--- src/rtl/lock_pkg.sv ---
// Shared types for the door-lock blocks (lockout controller, keypad, alarm driver).
package lock_pkg;

  typedef enum logic [1:0] {
    StIdle,
    StLocked,
    StAlarm,
    StFire
  } lock_state_e;

  // Width needed to hold a lockout count from 0 up to and including max_locks.
  function automatic int unsigned lock_level_width(input int unsigned max_locks);
    return $clog2(max_locks + 1);
  endfunction

endpackage

--- src/rtl/lock_timer.sv ---
// Loadable down-counter for lockout durations; stops at zero rather than wrapping.
module lock_timer #(
  parameter int unsigned TMR_W = 8
) (
  input  logic             clk_i,
  input  logic             rst_i,
  input  logic             clear_i,
  input  logic             load_i,
  input  logic [TMR_W-1:0] load_val_i,
  input  logic             dec_i,
  output logic [TMR_W-1:0] count_o,
  output logic             zero_o
);

  logic [TMR_W-1:0] cnt_q, cnt_d;

  // Next count: clear beats load beats decrement.
  always_comb begin
    cnt_d = cnt_q;
    if (clear_i) begin
      cnt_d = '0;
    end else if (load_i) begin
      cnt_d = load_val_i;
    end else if (dec_i && (cnt_q != '0)) begin
      cnt_d = cnt_q - TMR_W'(1);
    end
  end

  // Counter register.
  always_ff @(posedge clk_i or posedge rst_i) begin
    if (rst_i) begin
      cnt_q <= '0;
    end else begin
      cnt_q <= cnt_d;
    end
  end

  assign count_o = cnt_q;
  assign zero_o  = (cnt_q == '0);

endmodule

--- src/rtl/attempt_lockout_ctrl.sv ---
// Failed-attempt counter with escalating timed lockouts, intruder alarm and fire override.
module attempt_lockout_ctrl
  import lock_pkg::*;
#(
  parameter int unsigned CNT_W       = 3,
  parameter int unsigned MAX_TRIES   = 3,
  parameter int unsigned LOCK_CYCLES = 16,
  parameter int unsigned MAX_LOCKS   = 3,
  parameter int unsigned TMR_W       = 8,
  localparam int unsigned LVL_W      = lock_level_width(MAX_LOCKS)
) (
  input  logic             clk,
  input  logic             rst,
  input  logic             attempt_valid,
  input  logic             pass_ok,
  input  logic             fire_alarm,
  input  logic             alarm_disable,
  output logic             unlock,
  output logic [CNT_W-1:0] fail_count,
  output logic             locked,
  output logic [TMR_W-1:0] lock_remaining,
  output logic [LVL_W-1:0] lock_level,
  output logic             alarm,
  output logic             rejected
);

  localparam logic [63:0] TmrMax = (64'd1 << TMR_W) - 64'd1;

  lock_state_e      state_q, state_d;
  logic [CNT_W-1:0] fail_q, fail_d, fail_inc;
  logic [LVL_W-1:0] lvl_q, lvl_d;
  logic             alarm_q, alarm_d;
  logic             unlock_q, unlock_d;
  logic             rejected_q, rejected_d;

  logic             tmr_clear, tmr_load, tmr_dec, tmr_zero;
  logic [TMR_W-1:0] tmr_val, tmr_cnt;
  logic [63:0]      lock_len;

  // Lockout length doubles per previous lockout and saturates at the timer's range.
  assign lock_len = 64'(LOCK_CYCLES) << lvl_q;
  assign tmr_val  = (lock_len > TmrMax) ? TMR_W'(TmrMax) : TMR_W'(lock_len);
  assign fail_inc = fail_q + CNT_W'(1);

  lock_timer #(
    .TMR_W (TMR_W)
  ) u_lock_timer (
    .clk_i      (clk),
    .rst_i      (rst),
    .clear_i    (tmr_clear),
    .load_i     (tmr_load),
    .load_val_i (tmr_val),
    .dec_i      (tmr_dec),
    .count_o    (tmr_cnt),
    .zero_o     (tmr_zero)
  );

  // Next-state decode: fire > alarm_disable > attempt > timer expiry.
  always_comb begin
    state_d    = state_q;
    fail_d     = fail_q;
    lvl_d      = lvl_q;
    alarm_d    = alarm_q;
    unlock_d   = 1'b0;
    rejected_d = 1'b0;
    tmr_clear  = 1'b0;
    tmr_load   = 1'b0;
    tmr_dec    = (state_q == StLocked);

    if (fire_alarm) begin
      state_d    = StFire;
      fail_d     = '0;
      lvl_d      = '0;
      alarm_d    = 1'b0;
      unlock_d   = 1'b1;
      tmr_clear  = 1'b1;
      rejected_d = attempt_valid && (state_q == StFire);
    end else if (state_q == StFire) begin
      state_d    = StIdle;
      rejected_d = attempt_valid;
    end else if (alarm_disable) begin
      state_d   = StIdle;
      fail_d    = '0;
      lvl_d     = '0;
      alarm_d   = 1'b0;
      tmr_clear = 1'b1;
    end else begin
      case (state_q)
        StIdle: begin
          if (attempt_valid) begin
            if (pass_ok) begin
              unlock_d = 1'b1;
              fail_d   = '0;
            end else if (fail_inc == CNT_W'(MAX_TRIES)) begin
              fail_d = '0;
              if (lvl_q == LVL_W'(MAX_LOCKS - 1)) begin
                state_d = StAlarm;
                alarm_d = 1'b1;
                lvl_d   = LVL_W'(MAX_LOCKS);
              end else begin
                state_d  = StLocked;
                lvl_d    = lvl_q + LVL_W'(1);
                tmr_load = 1'b1;
              end
            end else begin
              fail_d = fail_inc;
            end
          end
        end
        StLocked: begin
          rejected_d = attempt_valid;
          // Leave on the edge where the timer reaches zero; zero flag guards a stale 0.
          if ((tmr_cnt == TMR_W'(1)) || tmr_zero) begin
            state_d = StIdle;
          end
        end
        StAlarm: begin
          rejected_d = attempt_valid;
        end
        default: begin
          state_d = StIdle;
        end
      endcase
    end
  end

  // State and output registers.
  always_ff @(posedge clk or posedge rst) begin
    if (rst) begin
      state_q    <= StIdle;
      fail_q     <= '0;
      lvl_q      <= '0;
      alarm_q    <= 1'b0;
      unlock_q   <= 1'b0;
      rejected_q <= 1'b0;
    end else begin
      state_q    <= state_d;
      fail_q     <= fail_d;
      lvl_q      <= lvl_d;
      alarm_q    <= alarm_d;
      unlock_q   <= unlock_d;
      rejected_q <= rejected_d;
    end
  end

  assign unlock         = unlock_q;
  assign fail_count     = fail_q;
  assign locked         = (state_q == StLocked);
  assign lock_remaining = tmr_cnt;
  assign lock_level     = lvl_q;
  assign alarm          = alarm_q;
  assign rejected       = rejected_q;

endmodule
--- config.mk ---
export PLATFORM = sky130hd
export DESIGN_NAME = attempt_lockout_ctrl
export DESIGN_NICKNAME = d
export VERILOG_FILES = /design/src/rtl/lock_pkg.sv /design/src/rtl/lock_timer.sv /design/src/rtl/attempt_lockout_ctrl.sv
export SDC_FILE = /design/constraint.sdc
export NUM_CORES = 1
export LEC_CHECK = 0
export BUFFER_PORTS_ARGS = -buffer_cell sky130_fd_sc_hd__buf_2
export CAP_MARGIN = 25
export CORE_MARGIN = 3
export CORE_UTILIZATION = 45
export CTS_CLUSTER_SIZE = 28
export DETAILED_ROUTE_END_ITERATION = 10
export PLACE_DENSITY = 0.67
export RECOVER_POWER = 100
export SLEW_MARGIN = 40
export SYNTH_ARGS = -nofsm -noshare
export SYNTH_HDL_FRONTEND = slang
export SYNTH_SLANG_ARGS = --single-unit
--- constraint.sdc ---
create_clock -name clk -period 3.8 [get_ports clk]
set_input_delay 0.38 -clock clk [delete_from_list [all_inputs] [get_ports clk]]
set_output_delay 0.38 -clock clk [all_outputs]
set_load 0.02 [all_outputs]
# Yosys cells after proc, flatten, opt, wreduce, memory -nomap -nowiden
# Index checks and enable logic that the tools add are counted.
[totals]
ff_bits = 18
input_bits = 6
output_inout_bits = 17
elab_cells = 98
[classes]
addsub = 3
order_cmp = 1
eq_ne = 13
shift = 1
mux = 57
reduce_logical = 16
[ops]
columns = ["cell", "count"]
rows = [
  ["$gt A64 B8 Y1 const B", 1],
  ["$shl A5 B2 Y64 const A", 1],
  ["$mux W2", 16],
  ["$mux W8", 4],
  ["$mux W1", 29],
  ["$mux W3", 7],
  ["$ne A5 B5 Y1 const B", 4],
  ["$reduce_bool A3 Y1", 5],
  ["$reduce_and A5 Y1", 2],
  ["$eq A8 B1 Y1 const B", 1],
  ["$logic_not A8 Y1", 1],
  ["$reduce_bool A8 Y1", 1],
  ["$sub A8 B1 Y8 const B", 1],
  ["$eq A2 B2 Y1 const B", 3],
  ["$pmux W2 S3", 1],
  ["$reduce_and A6 Y1", 1],
  ["$ne A4 B4 Y1 const B", 1],
  ["$add A3 B1 Y3 const B", 1],
  ["$eq A3 B2 Y1 const B", 1],
  ["$ne A3 B1 Y1 const B", 1],
  ["$reduce_and A3 Y1", 1],
  ["$add A2 B1 Y2 const B", 1],
  ["$eq A2 B1 Y1 const B", 1],
  ["$logic_and A1 B1 Y1", 2],
  ["4 further kinds", 4],
]

# Longest topological paths before layout
[depth]
word_depth = 11
depth_mapped = 6
mapped_depth_nobuf = 6

# Hierarchy
# A second synthesis with hierarchy kept.
[unflattened]
hier_cells = 137
hier_area_um2 = 1291.2
[by_module_without_submodules]
columns = ["module", "instances", "cells_each", "area_per_inst_um2", "seq_area_each_um2"]
rows = [
  ["attempt_lockout_ctrl", 1, 76, 728.2, 250.2],
  ["lock_timer", 1, 61, 563.0, 200.2],
]

# Worst setup path before layout
# No wires, ideal clock.
[synth_path]
path_kind = "flip-flop to flip-flop"
startpoint = "register state_q[1]"
endpoint = "register u_lock_timer.cnt_q[7] (netlist: u_lock_timer.count_o[7])"
setup_time_ns = 0.130
arrival_time_ns = 1.787
t_required_ns = 3.670
path_slack_ns = 1.883
stages_incl_launch_ff = 7
path_buffers = 0
period_less_slack_ns = 1.917
cell_sequence = "dfrtp_1 inv_1 ha_1 or3b_2 nor3_1 mux2i_1 a21oi_1"
[synth_between]
word_cells_on_any_way = 13
classes_between = "eq/ne (2); mux (8); reduce/logical (3)"
[synth_rtl]
columns = ["element", "line_no", "text"]
rows = [
  ["start, declared", "attempt_lockout_ctrl.sv:29", "lock_state_e state_q, state_d;"],
  ["start signal, assigned", "attempt_lockout_ctrl.sv:130", "state_q <= StIdle;"],
  ["start signal, assigned", "attempt_lockout_ctrl.sv:137", "state_q <= state_d;"],
  ["$eq A2 B1 Y1", "--", ""],
  ["named net locked", "attempt_lockout_ctrl.sv:20", "output logic locked,"],
  ["$logic_and A1 B1 Y1", "lock_timer.sv:24", "end else if (dec_i && (cnt_q != '0)) begin"],
  ["$reduce_bool A3 Y1 (no source line)", "--", ""],
  ["end signal, assigned", "lock_timer.sv:34", "cnt_q <= cnt_d;"],
  ["end, declared", "lock_timer.sv:15", "logic [TMR_W-1:0] cnt_q, cnt_d;"],
]
# The timed path passes the listed nets, and every way through them passes these cells.
# A chain may end at the register's enable or synchronous reset.

# Worst setup path after layout
[layout_path]
startpoint = "register state_q[1]"
endpoint = "register u_lock_timer.cnt_q[7] (netlist: u_lock_timer.count_o[7])"
[layout_between]
elab_chain_cells = 7
word_cells_on_any_way = 13
classes_between = "eq/ne (2); mux (8); reduce/logical (3)"
[layout_rtl]
columns = ["element", "line_no", "text"]
rows = [
  ["$logic_not A2 Y1", "attempt_lockout_ctrl.sv:88", "case (state_q)"],
  ["$mux W1", "attempt_lockout_ctrl.sv:88", ""],
  ["$mux W1", "attempt_lockout_ctrl.sv:81", "end else if (alarm_disable) begin"],
  ["$mux W1", "attempt_lockout_ctrl.sv:78", "end else if (state_q == StFire) begin"],
  ["$mux W1", "attempt_lockout_ctrl.sv:70", "if (fire_alarm) begin"],
  ["$mux W8", "lock_timer.sv:22", "end else if (load_i) begin"],
  ["$mux W8", "lock_timer.sv:20", "if (clear_i) begin"],
]
# Parallel ways exist; a longest one is shown, timed or not.

==> results.json <==
{
  "drtIter0Drc": 26,
  "antenna_found_initial": 0,
  "stdcell_count": 178,
  "fp.dieH_um": 56.96,
  "setup-violations-final": 0,
  "slew_headroom_pct": 54.59,
  "pwr-share-seq_pct": 57.1,
  "status": "finished clean",
  "htreeDepth": 1,
  "intPower_uw": 250.6,
  "synth_top_area_share_pct": 38.54,
  "critical_path.cell_chain": "inv_1, ha_1, or3b_2, nor3_1, mux2i_1, a21oi_1",
  "root_buffer": "clkbuf_4",
  "grt_pass1_vias": 920,
  "yosys-top-cells-count": "dfrtp_1, inv_1, ha_1",
  "cts_sinks": 18,
  "total_power_uw": 347.5,
  "worst_pin_slew_ps": 680.3,
  "peakVddDrop_mv": 0.1424,
  "synthToLayoutAreaGrowth_pct": 11.46,
  "synth_area_um2": 1169,
  "synthArstFlopShare_pct": 100.0,
  "holdBufCountCts": 0,
  "report.final.slew_viol_count": 0,
  "cp_max_fo": 4,
  "hpwl_um": 1862,
  "synth_warnings": 0,
  "yosys_most_used_dff": "dfrtp_1",
  "critical_path.max_stage_delay_ps": 510,
  "track_usage_pct": 16.05,
  "yosysTopAreaCell": "dfrtp_1",
  "die_area_um2": 3244,
  "seq_area_frac_synth_pct": 38.54,
  "synth_edf_count": 0,
  "numPortBuffers": 22,
  "numCtsBuffers": 3,
  "preCtsSetupSlack_ps": 1894,
  "dpl_cell_area_um2": 1301,
  "worstPathRequired_ps": 3980,
  "endpoint_kind": "flop",
  "yosysUniqueCellTypes": 36,
  "fin_nets": 171,
  "critPathSlowestCell": "or3b_2",
  "sw_frac_of_total_pct": 27.89,
  "syn-instance-count": 128,
  "worstSetupStartpointType": "flop",
  "final-hold-violation-count": 0,
  "vias": 980,
  "p_sw_uw": 96.91,
  "period_share_pct": 50.56,
  "rows": 17,
  "io_pins": 23,
  "grt_max_degree": 19,
  "rsz0062_at_grt": "false",
  "wire_per_inst_um": 13.31,
  "drive_gt1_share_pct": 10.00,
  "grt_pass1_wl_um": 4229,
  "ant_nets": 0,
  "yosysMostFrequentCell": "dfrtp_1",
  "clk_latency_ps": 290,
  "fin_crit_ps": 1921,
  "placed_cells": 175,
  "firstDrtPassIters": 4,
  "total_leakage_power_nw": 0.5776,
  "power.density_nw_per_um2": 266.8,
  "initial_core_util_pct": 49.95,
  "syn_nets": 147,
  "cts_resized": 0,
  "path_clk_slew_ps": 100,
  "postSynthAreaPerCell_um2": 9.130,
  "vias_per_cell": 5.506,
  "ys_ff_latch": 18,
  "path_class": "flop to flop",
  "place.gp.congestion": 0.7883,
  "coreArea_um2": 2340,
  "gr-total-overflow": 0,
  "post_cts_buffers": 0,
  "drv_cap": 0,
  "fin_ws_ps": 1879,
  "cts_tree": "done",
  "hold_path.class": "primary input to async pin",
  "clockPowerShare_pct": 27.5,
  "crit_family": "simple AND/OR/NAND/NOR gates",
  "diodes": 0,
  "fin_worst_skew_ps": 3.173,
  "cp_num_buf_inv": 1,
  "drc": 0,
  "fin_tns_setup_ps": 0,
  "comb_power_share_pct": 15.4,
  "post-route-util_pct": 55.67,
  "routed_wirelength_um": 2370,
  "whs_ps": 174.1,
  "clock_path_buffers": 2,
  "yosys-top-cells-area": "dfrtp_1, ha_1, a21oi_1",
  "die_w_um": 56.96,
  "final_area_um2": 1303,
  "crit_arrival_ps": 2100,
  "fmax_mhz": 520.4
}
==> power by group through the flow <==
stage / registers [mW] / clock network, mW / logic (mW)
after global placement: 0.202 / 0 / 0.0529
after CTS: 0.198 / 0.0966 / 0.0548
after floorplan: 0.205 / 0 / 0.0362
final: 0.198 / 0.0955 / 0.0535
after detailed placement: 0.202 / 0 / 0.0546
after global routing: 0.199 / 0.105 / 0.0608
==> metal layers <==
layer  track usage [%]  vias to the layer above  part of all wire [%]
met2             25.94                       20                    48
met3             2.262                        4                   3.9
li1                  -                      497                     -
met5                 0                        -                     0
met4             5.960                        0                   1.5
met1             21.84                      459                    47
==> state kept, by name (all words and copies together), names as in the netlist <==
name and flops:
state_q 2, u_lock_timer.count_o 8, fail_count 3, lock_level 2, alarm 1, rejected 1
unlock 1
==> layout make-up <==
| class | instances | area, um2 |
|---|---|---|
| fill | 242 | 1037 |
| inverter | 14 | 52.55 |
| sequential | 18 | 450.4 |
| tap | 28 | 35.03 |
| clock buffer | 3 | 22.52 |
| multi-input combinational | 93 | 653.1 |
| timing repair buffer | 22 | 88.84 |
==> final timing paths <==
check                      slack (ps)                 endpoint        from  cells after the start
min                               170            lock_level[0]         rst                      2
max reg2reg                      1880  u_lock_timer.count_o[7]  state_q[1]                      6
min in group clk                  360                   unlock     pass_ok                      2
max                              1880  u_lock_timer.count_o[7]  state_q[1]                      6
min reg2reg                       570                    alarm       alarm                      2
max in group asynchronous        3190                   unlock         rst                      2
==> cells by family after synthesis <==
kind of cell / share of synthesized area, %
XOR/XNOR: 1.499
AO/OA/AOI/OAI: 18.09
adder cells (fa/ha/maj): 13.92
buffers and inverters: 5.567
AND/OR/NAND/NOR: 17.99
flip-flops: 38.54
multiplexers: 4.390
==> cells in the final DEF, fill, tap and decap left out <==
| master | netlist | final |
|---|---|---|
| o21bai_1 | 1 | 1 |
| mux2i_1 | 4 | 4 |
| o21ai_0 | 8 | 8 |
| nor3_1 | 5 | 5 |
| inv_1 | 14 | 14 |
| dfrtp_1 | 18 | 18 |
| or3b_2 | 1 | 1 |
| a31o_2 | 1 | 1 |
| nor2_1 | 12 | 12 |
| or3_1 | 3 | 3 |
| nand4_1 | 1 | 1 |
| buf_2 | 0 | 5 |
| or2_2 | 1 | 1 |
| nor2b_1 | 3 | 3 |
| and4bb_2 | 1 | 1 |
| a31oi_1 | 3 | 3 |
| a21oi_1 | 11 | 11 |
| or4_1 | 1 | 1 |
| xnor2_1 | 2 | 2 |
| nor4_1 | 2 | 2 |
| a211oi_1 | 2 | 2 |
| or2_0 | 1 | 1 |
| clkbuf_1 | 2 | 17 |
| clkbuf_4 | 0 | 3 |
| a211o_2 | 1 | 1 |
| nand3_1 | 1 | 1 |
| a211o_1 | 1 | 1 |
| nor3b_1 | 1 | 1 |
| o211ai_1 | 2 | 2 |
| a22o_1 | 2 | 2 |
| and3_1 | 1 | 1 |
| a311oi_1 | 1 | 1 |
| nand2_1 | 4 | 4 |
| mux2_2 | 1 | 1 |
| ha_1 | 13 | 13 |
| o22ai_1 | 1 | 1 |
| and2b_2 | 1 | 1 |
No activity file was read; power rests on OpenSTA's default activity.
